## config.mk

```make
export PLATFORM = sky130hd
export DESIGN_NAME = column_memory_reader
export DESIGN_NICKNAME = d
export VERILOG_FILES = /design/src/rtl/column_memory_pkg.sv /design/src/rtl/stream_fifo.sv /design/src/rtl/column_memory_reader.sv
export SDC_FILE = /design/constraint.sdc
export NUM_CORES = 1
export LEC_CHECK = 0
export BUFFER_PORTS_ARGS = -buffer_cell sky130_fd_sc_hd__buf_4
export CAP_MARGIN = 20
export CELL_PAD_IN_SITES_DETAIL_PLACEMENT = 0
export CELL_PAD_IN_SITES_GLOBAL_PLACEMENT = 1
export CORE_MARGIN = 2
export CORE_UTILIZATION = 43
export DETAILED_ROUTE_END_ITERATION = 8
export PLACE_DENSITY = 0.88
export SETUP_SLACK_MARGIN = 0.5
export SLEW_MARGIN = 20
export SYNTH_ARGS = -nofsm -noshare
export SYNTH_HDL_FRONTEND = slang
export SYNTH_HIERARCHICAL = 1
export SYNTH_SLANG_ARGS = --single-unit
```

## constraint.sdc

```tcl
create_clock -name clk -period 1.95 [get_ports clk]
set_input_delay 0.0975 -clock clk [delete_from_list [all_inputs] [get_ports clk]]
set_output_delay 0.0975 -clock clk [all_outputs]
set_load 0.05 [all_outputs]
```

## src/rtl/column_memory_pkg.sv

```systemverilog
// Shared column memory definitions: memory action codes, polarity codes and
// the state encoding of the column readout FSM.
package column_memory_pkg;

    typedef enum logic [2:0] {
        ACT_NONE       = 3'd0,
        ACT_ACCUMULATE = 3'd1,
        ACT_FILTER     = 3'd2,
        ACT_CLEAR      = 3'd3
    } action_t;

    typedef enum logic {
        POL_POSITIVE = 1'b0,
        POL_NEGATIVE = 1'b1
    } polarity_t;

    typedef enum logic [1:0] {
        ST_IDLE  = 2'd0,
        ST_SCAN  = 2'd1,
        ST_DRAIN = 2'd2
    } reader_state_t;

endpackage

```

## src/rtl/stream_fifo.sv

```systemverilog
// Small synchronous FIFO with occupancy count; the head word is presented
// combinationally and holds until popped.
module stream_fifo #(
    parameter int WIDTH = 17,
    parameter int DEPTH = 4
) (
    input  logic                       clk,
    input  logic                       rst_ni,
    input  logic                       push,
    input  logic [WIDTH-1:0]           push_data,
    input  logic                       pop,
    output logic [WIDTH-1:0]           pop_data,
    output logic                       valid,
    output logic [$clog2(DEPTH+1)-1:0] count
);

    localparam int PTR_W = (DEPTH > 1) ? $clog2(DEPTH) : 1;

    logic [WIDTH-1:0] mem [DEPTH];
    logic [PTR_W-1:0] wr_ptr;
    logic [PTR_W-1:0] rd_ptr;

    // Pointers wrap explicitly so DEPTH need not be a power of two.
    function automatic logic [PTR_W-1:0] bump(input logic [PTR_W-1:0] p);
        return (p == PTR_W'(DEPTH - 1)) ? '0 : p + 1'b1;
    endfunction

    always_ff @(posedge clk) begin
        if (push) begin
            mem[wr_ptr] <= push_data;
        end
    end

    always_ff @(posedge clk or negedge rst_ni) begin
        if (!rst_ni) begin
            wr_ptr <= '0;
            rd_ptr <= '0;
            count  <= '0;
        end else begin
            if (push) begin
                wr_ptr <= bump(wr_ptr);
            end
            if (pop) begin
                rd_ptr <= bump(rd_ptr);
            end
            case ({push, pop})
                2'b10:   count <= count + 1'b1;
                2'b01:   count <= count - 1'b1;
                default: count <= count;
            endcase
        end
    end

    assign valid    = (count != '0);
    assign pop_data = mem[rd_ptr];

endmodule

```

## src/rtl/column_memory_reader.sv

```systemverilog
// Streams one frame of column memory out over AXI-Stream, optionally issuing
// a CLEAR action for every word after it has been read.
module column_memory_reader
    import column_memory_pkg::*;
#(
    parameter int ADDR_WIDTH = 8,
    parameter int n          = 16,
    parameter int DEPTH      = 4
) (
    input  logic                  clk,
    input  logic                  rst_ni,
    input  logic                  start_i,
    input  logic                  clear_i,
    output logic                  busy_o,
    output logic                  done_o,
    output logic [ADDR_WIDTH-1:0] addrb_o,
    input  logic signed [n-1:0]   dob_i,
    output logic [2:0]            action_o,
    output logic [ADDR_WIDTH-1:0] addra_o,
    output logic signed [n-1:0]   m_axis_tdata,
    output logic                  m_axis_tvalid,
    input  logic                  m_axis_tready,
    output logic                  m_axis_tlast
);

    // state    | meaning
    // ST_IDLE  | waiting for start_i
    // ST_SCAN  | issuing reads while buffer credit allows
    // ST_DRAIN | last read issued, waiting for the tlast handshake

    localparam int CNT_W = $clog2(DEPTH + 1);
    localparam logic [ADDR_WIDTH-1:0] MAX_ADDR = '1;

    reader_state_t         state, state_next;
    logic [ADDR_WIDTH-1:0] addr_cnt;
    logic [ADDR_WIDTH-1:0] pend_addr;
    logic                  rd_pending;
    logic                  clear_lat;
    logic                  done_q;
    logic                  issue;
    logic                  credit_ok;
    logic [CNT_W-1:0]      fifo_count;
    logic [CNT_W:0]        occ_sum;
    logic                  fifo_valid;
    logic                  fifo_pop;
    logic [n:0]            fifo_head;
    logic [n:0]            fifo_in;

    // A read may only go out if its data is guaranteed a free buffer slot.
    assign occ_sum   = {1'b0, fifo_count} + {{CNT_W{1'b0}}, rd_pending};
    assign credit_ok = (occ_sum < (CNT_W + 1)'(DEPTH));
    assign fifo_pop  = fifo_valid && m_axis_tready;

    always_ff @(posedge clk or negedge rst_ni) begin
        if (!rst_ni) begin
            state <= ST_IDLE;
        end else begin
            state <= state_next;
        end
    end

    always_comb begin
        state_next = state;
        issue      = 1'b0;
        case (state)
            ST_IDLE: begin
                if (start_i) begin
                    state_next = ST_SCAN;
                end
            end
            ST_SCAN: begin
                if (credit_ok) begin
                    issue = 1'b1;
                    if (addr_cnt == MAX_ADDR) begin
                        state_next = ST_DRAIN;
                    end
                end
            end
            ST_DRAIN: begin
                if (fifo_pop && fifo_head[n]) begin
                    state_next = ST_IDLE;
                end
            end
            default: state_next = ST_IDLE;
        endcase
    end

    always_ff @(posedge clk or negedge rst_ni) begin
        if (!rst_ni) begin
            addr_cnt   <= '0;
            pend_addr  <= '0;
            rd_pending <= 1'b0;
            clear_lat  <= 1'b0;
            done_q     <= 1'b0;
        end else begin
            rd_pending <= issue;
            done_q     <= (state == ST_DRAIN) && (state_next == ST_IDLE);
            if (issue) begin
                pend_addr <= addr_cnt;
            end
            // The counter saturates on the last address; only a new start rewinds it.
            if (state == ST_IDLE && start_i) begin
                addr_cnt  <= '0;
                clear_lat <= clear_i;
            end else if (issue && addr_cnt != MAX_ADDR) begin
                addr_cnt <= addr_cnt + 1'b1;
            end
        end
    end

    assign fifo_in = {(pend_addr == MAX_ADDR), dob_i};

    stream_fifo #(
        .WIDTH (n + 1),
        .DEPTH (DEPTH)
    ) u_fifo (
        .clk       (clk),
        .rst_ni    (rst_ni),
        .push      (rd_pending),
        .push_data (fifo_in),
        .pop       (fifo_pop),
        .pop_data  (fifo_head),
        .valid     (fifo_valid),
        .count     (fifo_count)
    );

    assign busy_o        = (state != ST_IDLE);
    assign done_o        = done_q;
    assign addrb_o       = addr_cnt;
    assign action_o      = (rd_pending && clear_lat) ? ACT_CLEAR : ACT_NONE;
    assign addra_o       = (rd_pending && clear_lat) ? pend_addr : '0;
    assign m_axis_tvalid = fifo_valid;
    assign m_axis_tdata  = fifo_valid ? fifo_head[n-1:0] : '0;
    assign m_axis_tlast  = fifo_valid && fifo_head[n];

endmodule

```

== Word-level counts from Yosys, hierarchy flattened ==
Memory sizes are Yosys's and may differ from the RTL's.
Index checks and enable logic that the tools add are counted.
Word-level totals
  memories kept: 1
  output and inout port bits: 39
  bits in latches: 0
  memory bits (writable): 68
  bits of input ports: 21
  logic and storage cells: 56
  memory bits (read-only): 0
  flip-flop bits (word level): 28
Operators by class
  bitwise gates (word level): 0
  magnitude comparators: 1
  multiplexer cells: 17
  add/sub/neg operators: 6
  shift-type cells: 0
  divide/modulo/power cells: 0
  eq/ne operators: 9
  $mul: 0
  reduce and logical (&&, ||, !) cells: 13
Memories
  u_fifo.mem: words 4, bits a word 17, rd ports 1, clocked after memory_dff 0, wr ports 1, line stream_fifo.sv:19  | logic [WIDTH-1:0] mem [DEPTH];
Operators by type and width (count)
  8-bit two-way mux: 3
  8-bit equality test, second input constant: 2
  16-bit two-way mux: 1
  2-bit two-way mux: 7
  8-bit by 1-bit adder with 8-bit output, second input constant: 1
  2-bit equality test, second input constant: 4
  8-bit inequality test, second input constant: 1
  1-bit logical AND: 7
  2-bit one-hot mux with 3 select lines: 1
  3-bit one-hot mux with 2 select lines: 1
  2-bit nonzero test: 3
  2-bit by 1-bit adder with 2-bit output, second input constant: 2
  3-bit by 1-bit adder with 4-bit output: 1
  2-bit by 1-bit equality test with 1-bit output, second input constant: 2
  2-bit logical NOT: 2
  4-bit by 3-bit < comparator with 1-bit output, second input constant: 1
  1-bit two-way mux: 4
  3-bit by 1-bit adder with 3-bit output, second input constant: 1
  3-bit nonzero test: 1
  3-bit by 1-bit subtractor with 3-bit output, second input constant: 1

== Logic depth before layout (Yosys ltp) ==
Gate-level depths: netlist (run 1).
  depth in word-level cells: 7
  gate-level depth with buffers: 8
  gate-level depth less buffers: 8

== Modules after synthesis ==
The synthesis (run 1) kept the hierarchy.
Modules (own cells, without submodules)
  stream_fifo: instances 1, cells each 127, area each 2909.0 um2, sequential area each 2217.1 um2
  column_memory_reader: instances 1, cells each 139, area each 1206.2 um2, sequential area each 525.5 um2

== Least setup slack after synthesis (run 1) ==
OpenSTA, ideal clock, no wires.
  kind: reg-to-reg
  start: register u_fifo.count[0]
  end: register u_fifo.count[2]
  data required time: 1871 ps
  setup slack: -313 ps
  path buffers: 0
  arrival: 2184 ps
  stages on the path, launching flop included: 9
  period minus slack after synthesis: 2263 ps
  setup time: 79 ps
  path through: dfrtp_1 -> or3_1 -> and2_1 -> ha_1 -> inv_1 -> fa_1 -> xor2_1 -> nor2_1 -> xor2_1
On the way
  longest elaborated chain between the ends: 4
  elaborated cells on any way between the ends: 8
  those cells by class: add/sub (2); eq/ne (2); mux (1); reduce/logical (3)
Ends and longest elaborated chain
  from (decl): line stream_fifo.sv:14  | output logic [$clog2(DEPTH+1)-1:0] count
  from (signal assigned): line stream_fifo.sv:47  | 2'b10: count <= count + 1'b1;
  from (signal assigned): line stream_fifo.sv:48  | 2'b01: count <= count - 1'b1;
  from (signal assigned): line stream_fifo.sv:49  | default: count <= count;
  3-bit nonzero test (*): line stream_fifo.sv:54  | assign valid = (count != '0);
  via m_axis_tvalid: line column_memory_reader.sv:21  | output logic m_axis_tvalid,
  1-bit logical AND (*): line column_memory_reader.sv:52  | assign fifo_pop = fifo_valid && m_axis_tready;
  via fifo_pop: line column_memory_reader.sv:45  | logic fifo_pop;
  2-bit by 1-bit equality test with 1-bit output / 2-bit equality test (equally long branches): line stream_fifo.sv:46  | case ({push, pop})
  3-bit one-hot mux with 2 select lines / 2-bit nonzero test (equally long branches)
The timed path passes the listed nets; every way through them passes the cells marked *.
A chain may end at the register's enable or synchronous reset.

== Final worst setup path (run 1) ==
  start: register u_fifo.rd_ptr[0]
  end: output m_axis_tlast
On the way
  longest elaborated chain between the ends: 2
Ends and longest elaborated chain
  from (decl): line stream_fifo.sv:21  | logic [PTR_W-1:0] rd_ptr;
  from (signal assigned): line stream_fifo.sv:44  | rd_ptr <= bump(rd_ptr);
  memory 4 x 17 bit
  via fifo_head[16]: line column_memory_reader.sv:46  | logic [n:0] fifo_head;
  1-bit logical AND: line column_memory_reader.sv:134  | assign m_axis_tlast = fifo_valid && fifo_head[n];
  to (decl): line column_memory_reader.sv:23  | output logic m_axis_tlast
The timed path passes the listed nets, and every way through them passes these cells.

==> results of run 1 <==
-- power by group --
part           switching [mW]  internal (mW)
Combinational            3.19           2.73
Clock                   0.698          0.601
Sequential              0.401           2.83
Total                    4.29           6.17
-- cells by family after synthesis --
family / share of synthesized area [%]
buffers and inverters: 2.92
AO/OA/AOI/OAI: 3.38
XOR/XNOR: 0.639
multiplexers: 11.2
adder cells (fa/ha/maj): 2.61
other: 0.0911
flip-flops: 66.6
AND/OR/NAND/NOR: 12.6
-- repair_timing --
item / in CTS / in global routing
resized for setup: 49 / 68
hold buffers: 18 / 0
setup endpoints to repair: 36 / 58
buffers inserted: 8 / 5
hold endpoints to repair: 93 / 0
pin swaps: 5 / 27
gates cloned: 0 / 1
-- metal layers --
metal  wire length (um)  track usage, %  vias up  share of wire, %
met5                  0               0        -                 0
met2               4430            28.4       71                52
met1               3680            21.4     1282                43
met4                 53            4.62        0              0.62
met3                349            3.28        4               4.1
li1                   -               -     1182                 -
-- state kept, by name, summed over array words and instances (netlist names) --
register and flops:
u_fifo/wr_ptr 2, clear_lat 1, u_fifo/mem 68, u_fifo/rd_ptr 2, addrb_o 8, rd_pending 1
pend_addr 8, u_fifo/count 3, done_o 1, state 2
-- area by class of cell --
cell class	instances	area [sq um]	share of cell area, %
sequential	96	2750	49.0
multi-input combinational	150	1420	25.3
timing repair buffer	105	1060	18.9
tap	129	161	2.87
clock buffer	10	128	2.27
clock inverter	6	67.6	1.20
inverter	8	32.5	0.578
-- metrics by stage --
step / instances / power [mW] / area, sq um
after floorplan: 266 / 6.58 / 4200
after global placement: 456 / 7.74 / 4810
after detailed placement: 456 / 7.86 / 4810
after CTS: 498 / 9.82 / 5370
after global routing: 504 / 11.0 / 5630
final: 504 / 10.5 / 5630
-- worst max-delay path, stage by stage (launching register included) --
cell     delay [ns]
dfrtp_1        0.43
buf_6          0.17
mux4_2         0.56
and2_4         0.17
buf_6          0.14
-- cell usage in the layout, fill, tap and decap left out, types with 3 or more instances in the layout --
cell type and n:
inv_1 6, nand4_1 4, ha_1 5, and2_1 6, buf_6 32, clkbuf_8 9, buf_4 42, nand2_1 25
and2_4 18, edfxtp_1 68, mux4_2 17, and3_2 9, dlygate4sd3_1 18, nand2_2 9, nand2_4 3, dfrtp_2 9
nor2_1 9, buf_8 11, dfrtp_1 19
-- worst paths after layout --
path / from / end / cells past startpoint
setup / recovery: u_fifo/rd_ptr[0] / m_axis_tlast / 4
hold reg to reg: state[1] / state[0] / 1
max in group asynchronous: rst_ni / addrb_o[1] / 2
setup reg to reg: u_fifo/count[2] / u_fifo/count[2] / 8
min in group asynchronous: rst_ni / addrb_o[4] / 2
hold / removal: start_i / state[0] / 3
==> summary.md, run 1 <==
| Metric | Value |
|---|---|
| Synthesized net count | 295 |
| Synth Register Bits | 96 |
| Register area share after synthesis | 66.6% |
| Fin crit share | 98.6% |
| Number of global-route vias before repair | 2594 |
| Initial core utilization | 44.3% |
| R2r setup slk | 0.10 ns |
| Die height | 102 um |
| DRC | 0 |
| Post-synth top area share | 49.6% |
| Cell Area, Synth | 4120 sq um |
| Total Wirelength | 8510 um |
| Number of synthesized flops with an enable pin | 68 |
| Slew Limit Fails | 0 |
| Vias/cell | 5.04 |
| Synth async-reset ratio | 29.2% |
| Peak Freq | 0.520 GHz |
| Die area | 10400 sq um |
| Final GP Congestion | 0.807 |
| Endpoint type of the worst setup path | output pin |
| Final hold slack | 0.0198 ns |
| Routed Antenna Nets | 0 |
| Mapped Cells | 266 |
| Critical Path Source Type | flop |
| Yosys warns | 6 |
| Area Overhead vs Synth | 36.7% |
| Fillers | 720 |
| Port bufs | 58 |
| Final design utilization | 60.6% |
| Grt ovf | 0 |
| WL/cell | 16.9 um |
| Initial antenna violation count | 0 |
| Crit path kind | reg2out |
| Std-Cell Rows | 35 |
| DR pass1 iterations | 4 |
| Initial DRC count | 147 |
| N_diodes | 0 |
| Top cells by count, synth | 68 x edfxtp_1, 37 x nand2_1, 28 x dfrtp_1 |
| Final setup fails | 0 |
| Routed vias | 2539 |
| I/O pin count | 60 |
| CTS clk-pin slew, worst paths | 0.09 ns |
| P per Cell Area | 1860 nW/um^2 |
| Setup ws final | 0.0278 ns |
| CTS Sinks | 96 |
| Final Critical Period | 1.92 ns |
| Clock Skew | 0.0194 ns |
| Pre-CTS WS | 0.118 ns |
| TritonCTS clock tree | yes |
| Clk_lat worst skew | 0.36 ns |
| Synth Flop Type | edfxtp_1 |
| Hold Path Class | in2reg |
| Setup TNS after final layout | 0 ns |
| Status | completed |
| Fin nets | 399 |
| Max Cap Violations | 0 |
| Layout cell share with drive strength beyond 1 | 51.5% |
| WP data required | 1.85 ns |
| Arrival @ worst endpoint | 1.82 ns |
| Count leader, synth | edfxtp_1 |
| GRT Overall Usage | 16.5% |
| Largest net degree at the start of global routing | 29 |
| Clock buffer depth | 2 |
| Synth top area cells | edfxtp_1 50%, dfrtp_1 17%, mux4_1 5.7% |
| Avg Cell Area, Syn | 15.5 sq um |
| CP max FO | 6 |
| DP HPWL | 5040 um |
| Max rail drop VDD | 0.00137 V |
| H-tree depth | 3 |
| Leak | 2.24 nW |
| Core Region | 9280 sq um |
| Clock root buffer | clkbuf_8 |
| Setup repair after global routing missed its margin | yes |
| Post-synth top area cell | edfxtp_1 |
| Synth cell types | 42 |
| Clock buffer count from CTS | 9 |
| Die W | 102 um |
| Final hold viol count | 0 |
| First-pass GRT wire length | 12900 um |
(Power assumes the default switching activity.)
==> inputs of run 2 (changes only) <==
--- a/config.mk
+++ b/config.mk
@@ -10,7 +10,8 @@
 export CELL_PAD_IN_SITES_DETAIL_PLACEMENT = 0
 export CELL_PAD_IN_SITES_GLOBAL_PLACEMENT = 1
 export CORE_MARGIN = 2
-export CORE_UTILIZATION = 43
+export CORE_UTILIZATION = 45
+export CTS_BUF_LIST = sky130_fd_sc_hd__clkbuf_8
 export DETAILED_ROUTE_END_ITERATION = 8
 export PLACE_DENSITY = 0.88
 export SETUP_SLACK_MARGIN = 0.5
==> constraint.sdc (replaced) <==
create_clock -name clk -period 2.14 [get_ports clk]
set_input_delay 0.107 -clock clk [delete_from_list [all_inputs] [get_ports clk]]
set_output_delay 0.107 -clock clk [all_outputs]
set_load 0.05 [all_outputs]
==> run 2 against run 1 <==
Net effect: setup slack better by 0.20 ns; register-to-register slack improved by 0.24 ns; critical endpoint is now m_axis_tdata[13]; total power down 18%; sequential share of layout area is 3.7 points higher.
==> summary.md, run 2 (synthesis results as in run 1) <==
| Metric | Value |
|---|---|
| Status | completed (unchanged) |
| Slowest stage delay, CP | 0.55 ns (was 0.56 ns) |
| Crit path kind | reg2out (unchanged) |
| Initial antenna violation count | 0 (unchanged) |
| Final GP Congestion | 0.825 (was 0.807) |
| WP data required | 2.03 ns (was 1.85 ns) |
| Fin crit share | 89.5% |
| DP HPWL | 4970 um (was 5040 um) |
| Critical-path cell list | buf_6 -> mux4_1 -> and2_4 -> buf_6 (was buf_6 -> mux4_2 -> and2_4 -> buf_6) |
| N_diodes | 0 (unchanged) |
| CP max FO | 4 (was 6) |
| I/O pin count | 60 (unchanged) |
| Port bufs | 58 (unchanged) |
| Most frequent CP cell | buf_6 (unchanged) |
| Routed vias | 2478 (was 2539) |
| Initial core utilization | 46.7% (was 44.3%) |
| Placed cells | 431 (was 456) |
| Area of the multi-input gates | 1270 sq um (was 1420 sq um) |
| Peak Freq | 0.522 GHz |
| Layout Cells excl Fill | 473 (was 504) |
| Comb pwr share | 51.9% (was 56.6%) |
| TritonCTS clock tree | yes (unchanged) |
| Vias/cell | 5.24 (was 5.04) |
| Clock buffer depth | 2 (unchanged) |
| GRT Overall Usage | 16.7% (was 16.5%) |
| WL/cell | 16.6 um (was 16.9 um) |
| Setup repair after global routing missed its margin | yes (unchanged) |
| Final Critical Period | 1.92 ns |
| Max rail drop VDD | 0.000830 V (was 0.00137 V) |
| Hold Path Class | in2reg (unchanged) |
| Max FFs per register | 68 (unchanged) |
| Critical Path Source Type | flop (unchanged) |
| Clock root buffer | clkbuf_8 (unchanged) |
| Final total power | 8.56 mW (was 10.5 mW) |
| Net Sw Frac | 42.2% (was 41.0%) |
| Most common cell after layout, fill and taps aside | edfxtp_1 (unchanged) |
| Most frequent cells in the layout | 68 x edfxtp_1, 63 x buf_4, 37 x nand2_1 (was 68 x edfxtp_1, 42 x buf_4, 32 x buf_6) |
| Largest delay contributor family on the critical path | multiplexers (unchanged) |
| Final Instance Area | 5210 sq um (was 5630 sq um) |
| Area Overhead vs Synth | 26.7% (was 36.7%) |
| Clock Skew | 0.00906 ns (was 0.0194 ns) |
| Final hold viol count | 0 (unchanged) |
| Sequential standard cell area | 2750 sq um (about the same) |
| Post-DP Area | 4700 sq um (was 4810 sq um) |
| Largest Register | u_fifo/mem (unchanged) |
| Total Wirelength | 7830 um (was 8510 um) |
| Seq pwr share | 33.8% (was 30.9%) |
| Final design utilization | 59.2% (was 60.6%) |
| Fillers | 670 (was 720) |
| Number of global-route vias before repair | 2511 (was 2594) |
| Clk_lat worst skew | 0.36 ns (about the same) |
| DR pass1 iterations | 4 (unchanged) |
| P per Cell Area | 1640 nW/um^2 (was 1860 nW/um^2) |
| Leak | 2.10 nW (was 2.24 nW) |
| Die area | 9930 sq um (was 10400 sq um) |
| Initial DRC count | 168 (was 147) |
| Slew Limit Fails | 0 (unchanged) |
| Layout cell share with drive strength beyond 1 | 39.2% (was 51.5%) |
| DRC | 0 (unchanged) |
| Std-Cell Rows | 34 (was 35) |
| Pre-CTS WS | 0.254 ns (was 0.118 ns) |
| CTS Sinks | 96 (unchanged) |
| Core Region | 8810 sq um (was 9280 sq um) |
| Clk pwr share | 14.2% (was 12.4%) |
| Endpoint type of the worst setup path | output pin (unchanged) |
| Int Pwr | 4.94 mW (was 6.17 mW) |
| Routed Antenna Nets | 0 (unchanged) |
| Clock buffer count from CTS | 9 (unchanged) |
| Critical-path top delay cell | mux4_1 (was mux4_2) |
| Fin nets | 389 (was 399) |
| Setup ws final | 0.225 ns (was 0.0278 ns) |
| H-tree depth | 3 (unchanged) |
| Grt ovf | 0 (unchanged) |
| Final hold slack | 0.0241 ns (was 0.0198 ns) |
| Crit path buf inv count | 2 (unchanged) |
| Die height | 99.6 um (was 102 um) |
| Largest net degree at the start of global routing | 29 (unchanged) |
| CTS clk-pin slew, worst paths | 0.09 ns (about the same) |
| Sw power | 3.61 mW (was 4.29 mW) |
| Setup TNS after final layout | 0 ns (unchanged) |
| Die W | 99.6 um (was 102 um) |
| Max Cap Violations | 0 (unchanged) |
| Final setup fails | 0 (unchanged) |
| First-pass GRT wire length | 12600 um (was 12900 um) |
| Arrival @ worst endpoint | 1.81 ns (was 1.82 ns) |
run 2: power by group through the flow:
stage               clock [mW]  sequential [mW]  combinational (mW)
floorplan                    0             3.11                2.68
global placement             0             2.90                3.91
detailed placement           0             2.93                3.98
CTS                       1.25             2.89                4.42
global route              1.33             2.96                4.71
finish                    1.22             2.89                4.45
run 2: worst register-to-register path: cells and delay by family (launching register included):
family	cells	cell delay (ns)
xor gates and xnor gates	2	0.29
DFF	1	0.39
and+or+nand+nor	3	0.63
buffers and inverters	1	0.05
adders and majority gates	2	0.34
run 2: final cells by class:
| class | count | share of cell area [%] |
|---|---|---|
| clock inverters | 7 | 1.54 |
| repair buffers | 95 | 15.8 |
| flip-flops and latches | 96 | 52.7 |
| clock buffers | 9 | 2.38 |
| multi-input cells | 150 | 24.4 |
| inverters | 8 | 0.576 |
| well taps | 108 | 2.59 |
run 2: per-layer routing:
layer / up-vias / part of all wire [%] / global-route usage [%]
met1: 1228 / 46 / 23.2
met4: 0 / 1.9 / 7.69
met5: - / 0 / 0
li1: 1163 / - / -
met3: 12 / 4.3 / 3.09
met2: 75 / 48 / 25.8
run 2: worst paths after layout:
| kind | to | slack (ns) | start | depth (start not counted) |
|---|---|---|---|---|
| setup reg to reg | u_fifo/count[2] | 0.34 | u_fifo/count[0] | 8 |
| setup / recovery | m_axis_tdata[13] | 0.22 | u_fifo/rd_ptr[0] | 4 |
| max in group asynchronous | u_fifo/rd_ptr[0] | 1.64 | rst_ni | 2 |
| hold reg to reg | state[0] | 0.51 | state[1] | 1 |
| hold / removal | state[0] | 0.02 | start_i | 3 |
| min in group asynchronous | done_o | 0.20 | rst_ni | 2 |
run 2: what timing repair did:
item	4_1_cts	5_1_grt
setup endpoints to repair	20	24
hold endpoints to repair	93	0
gates resized for setup	34	5
cloned	1	0
pin swaps	6	0
buffers inserted	6	1
hold buffers	18	0
==> inputs of run 3 (changes only) <==
--- a/config.mk
+++ b/config.mk
@@ -5,6 +5,7 @@
 export SDC_FILE = /design/constraint.sdc
 export NUM_CORES = 1
 export LEC_CHECK = 0
+export ABC_AREA = 1
 export BUFFER_PORTS_ARGS = -buffer_cell sky130_fd_sc_hd__buf_4
 export CAP_MARGIN = 20
 export CELL_PAD_IN_SITES_DETAIL_PLACEMENT = 0
@@ -13,7 +14,7 @@
 export CORE_UTILIZATION = 45
 export CTS_BUF_LIST = sky130_fd_sc_hd__clkbuf_8
 export DETAILED_ROUTE_END_ITERATION = 8
-export PLACE_DENSITY = 0.88
+export PLACE_DENSITY = 0.92
 export SETUP_SLACK_MARGIN = 0.5
 export SLEW_MARGIN = 20
 export SYNTH_ARGS = -nofsm -noshare
==> run 3 against run 2 <==
Net effect: cell count rose by 41%; area after synthesis is 8.0% higher; first-iteration DRC count fell by 24%; count of clock-buffer cells in the layout unchanged; fmax is 12% higher; final area grew 12%; non-clock buffer count rose by 7; critical path depth increased by 4; largest cell class unchanged; largest power group unchanged; highest routed layer unchanged.
==> summary.md, run 3 <==
| Metric | Value |
|---|---|
| Setup repair after global routing missed its margin | yes (unchanged) |
| First-pass GRT wire length | 14900 um (was 12600 um) |
| Pre-CTS WS | 0.541 ns (was 0.254 ns) |
| Initial DRC count | 128 (was 168) |
| R2r setup slk | 0.48 ns (was 0.34 ns) |
| GRT Overall Usage | 18.4% (was 16.7%) |
| Synth async-reset ratio | 29.2% (unchanged) |
| Std-Cell Rows | 36 (was 34) |
| Critical-path top delay cell | dfrtp_1 (was mux4_1) |
| Fin nets | 559 (was 389) |
| Initial antenna violation count | 0 (unchanged) |
| Final hold slack | 0.167 ns (was 0.0241 ns) |
| Yosys warns | 6 (unchanged) |
| Post-DP Area | 5040 sq um (was 4700 sq um) |
| Layout Cells excl Fill | 668 (was 473) |
| Setup TNS after final layout | 0 ns (unchanged) |
| Status | completed (unchanged) |
| Clock buffer depth | 2 (unchanged) |
| Crit path buf inv count | 5 (was 2) |
| Most frequent cells in the layout | 119 x nand2_1, 76 x inv_1, 68 x edfxtp_1 (was 68 x edfxtp_1, 63 x buf_4, 37 x nand2_1) |
| Grt ovf | 0 (unchanged) |
| Sequential standard cell area | 2750 sq um (about the same) |
| Peak Freq | 0.582 GHz (was 0.522 GHz) |
| Area of the multi-input gates | 1320 sq um (was 1270 sq um) |
| Synth cell types | 30 (was 42) |
| Hold Path Class | in2reg (unchanged) |
| Count leader, synth | nand2_1 (was edfxtp_1) |
| Fillers | 771 (was 670) |
| Synthesized net count | 462 (was 295) |
| CTS clk-pin slew, worst paths | 0.09 ns (about the same) |
| Synth top area cells | edfxtp_1 46%, dfrtp_1 16%, nand2_1 11% (was edfxtp_1 50%, dfrtp_1 17%, mux4_1 5.7%) |
| N_diodes | 0 (unchanged) |
| Critical-path cell list | inv_4 -> buf_12 -> buf_16 -> o211ai_1 -> nand2_1 -> nand2_1 -> inv_1 -> buf_6 (was buf_6 -> mux4_1 -> and2_4 -> buf_6) |
| Synth Register Bits | 96 (unchanged) |
| Mapped Cells | 433 (was 266) |
| Clock buffer count from CTS | 9 (unchanged) |
| Area Overhead vs Synth | 30.9% (was 26.7%) |
| Critical Path Source Type | flop (unchanged) |
| Largest delay contributor family on the critical path | buffers and inverters (was multiplexers) |
| Clk_lat worst skew | 0.35 ns (was 0.36 ns) |
| Final GP Congestion | 0.898 (was 0.825) |
| Clock root buffer | clkbuf_8 (unchanged) |
| Final hold viol count | 0 (unchanged) |
| WP data required | 2.03 ns (about the same) |
| Int Pwr | 5.14 mW (was 4.94 mW) |
| Clock Skew | 0.0122 ns (was 0.00906 ns) |
| Final setup fails | 0 (unchanged) |
| Net Sw Frac | 44.5% (was 42.2%) |
| Most common cell after layout, fill and taps aside | nand2_1 (was edfxtp_1) |
| CP max FO | 9 (was 4) |
| Final Critical Period | 1.72 ns (was 1.92 ns) |
| Arrival @ worst endpoint | 1.61 ns (was 1.81 ns) |
| CTS Sinks | 96 (unchanged) |
| I/O pin count | 60 (unchanged) |
| Die W | 103 um (was 99.6 um) |
| Comb pwr share | 55.9% (was 51.9%) |
| Number of global-route vias before repair | 3158 (was 2511) |
| Synth Flop Type | edfxtp_1 (unchanged) |
| FF-to-FF End | u_fifo/count[2] (unchanged) |
| Min-Delay Startpoint | start_i (unchanged) |
| Slowest stage delay, CP | 0.41 ns (was 0.55 ns) |
| Routed vias | 3205 (was 2478) |
| Port bufs | 58 (unchanged) |
| WL/cell | 13.9 um (was 16.6 um) |
| Total Wirelength | 9290 um (was 7830 um) |
| DR pass1 iterations | 4 (unchanged) |
| Worst Hold End | state[0] (unchanged) |
| Reg2Reg Launch Point | u_fifo/count[2] (was u_fifo/count[0]) |
| Crit path kind | reg2out (unchanged) |
| Max FFs per register | 68 (unchanged) |
| P per Cell Area | 1590 nW/um^2 (was 1640 nW/um^2) |
| Placed cells | 616 (was 431) |
| Slew Limit Fails | 0 (unchanged) |
| Worst Hold Depth | 3 (unchanged) |
| Avg Cell Area, Syn | 10.3 sq um (was 15.5 sq um) |
| Worst Reg-to-Reg Cells | 11 (was 8) |
| Final Instance Area | 5820 sq um (was 5210 sq um) |
| Cell Area, Synth | 4440 sq um (was 4120 sq um) |
| Core Region | 9680 sq um (was 8810 sq um) |
| Largest Register | u_fifo/mem (unchanged) |
| H-tree depth | 3 (unchanged) |
| Initial core utilization | 45.9% (was 46.7%) |
| Number of synthesized flops with an enable pin | 68 (unchanged) |
| Final total power | 9.26 mW (was 8.56 mW) |
| Sw power | 4.12 mW (was 3.61 mW) |
| Leak | 2.70 nW (was 2.10 nW) |
| Max Cap Violations | 0 (unchanged) |
| DRC | 0 (unchanged) |
| Fin crit share | 80.3% (was 89.5%) |
| Setup ws final | 0.423 ns (was 0.225 ns) |
| Routed Antenna Nets | 0 (unchanged) |
| DP HPWL | 5660 um (was 4970 um) |
| Seq pwr share | 30.3% (was 33.8%) |
| Final design utilization | 60.1% (was 59.2%) |
| Die height | 103 um (was 99.6 um) |
| Clk pwr share | 13.8% (was 14.2%) |
| Max rail drop VDD | 0.000867 V (was 0.000830 V) |
| TritonCTS clock tree | yes (unchanged) |
| Largest net degree at the start of global routing | 29 (unchanged) |
| Endpoint type of the worst setup path | output pin (unchanged) |
| Most frequent CP cell | nand2_1 (was buf_6) |
| Post-synth top area cell | edfxtp_1 (unchanged) |
| Die area | 10700 sq um (was 9930 sq um) |
| Vias/cell | 4.80 (was 5.24) |
| Register area share after synthesis | 61.7% (was 66.6%) |
| Post-synth top area share | 45.9% (was 49.6%) |
| Top cells by count, synth | 125 x nand2_1, 84 x inv_1, 68 x edfxtp_1 (was 68 x edfxtp_1, 37 x nand2_1, 28 x dfrtp_1) |
| Layout cell share with drive strength beyond 1 | 27.7% (was 39.2%) |
[run 3: logic make-up after synthesis]
logic type / after synthesis / share of synthesized area, %
fa+ha+maj: 8 / 2.42
flops: 96 / 61.7
xor+xnor: 3 / 0.591
simple gates: 168 / 16.3
compound gates: 52 / 8.95
buf+inv: 105 / 9.94
other cells: 1 / 0.0844
[run 3: power groups by stage]
stage                     Sequential, mW  Combinational (mW)  Clock, mW
after global placement              2.83                4.13          0
after detailed placement            2.86                4.21          0
after CTS                           2.81                5.01       1.30
after global routing                2.86                5.58       1.37
after floorplan                     2.89                3.09          0
final                               2.81                5.18       1.27
[run 3: worst max path at each step]
stage	to	start	cells after the start	slack, ns
2_1_floorplan	u_fifo/count[1]	u_fifo/count[0]	9	0.39
3_3_place_gp	u_fifo/count[2]	u_fifo/count[0]	11	0.63
3_5_place_dp	u_fifo/count[2]	u_fifo/count[0]	11	0.54
4_1_cts	m_axis_tdata[7]	u_fifo/rd_ptr[0]	8	0.40
5_1_grt	m_axis_tdata[7]	u_fifo/rd_ptr[0]	8	0.32
6_report	m_axis_tdata[9]	u_fifo/rd_ptr[0]	8	0.42
[run 3: area by class of cell]
class                   count  share of cell area (%)
flip-flops and latches     96                    47.2
multi-input cells         232                    22.6
repair buffers            102                    17.5
inverters                  89                    6.00
well taps                 133                    2.86
clock buffers               9                    2.13
clock inverters             7                    1.61
[run 3: per-layer routing]
layer / routed length [um] / up-vias / part of all wire, % / GRT usage [%]
met5: 0 / - / 0 / 0
met4: 156 / 0 / 1.7 / 6.28
met3: 429 / 14 / 4.6 / 3.63
met2: 4890 / 89 / 53 / 33.0
met1: 3820 / 1517 / 41 / 22.1
li1: - / 1585 / - / -
[run 3: tightest hold or removal path: stages]
cell and delay (ns):
buf_4 0.11, nand3_2 0.17, nand2_1 0.08
[run 3: timing repair]
item,in CTS,in global routing
setup buffers,5,8
gates cloned,5,0
hold buffers,18,0
pin swaps,2,6
endpoints found under the hold margin,93,0
setup endpoints to repair,25,27
gates resized for setup,33,12
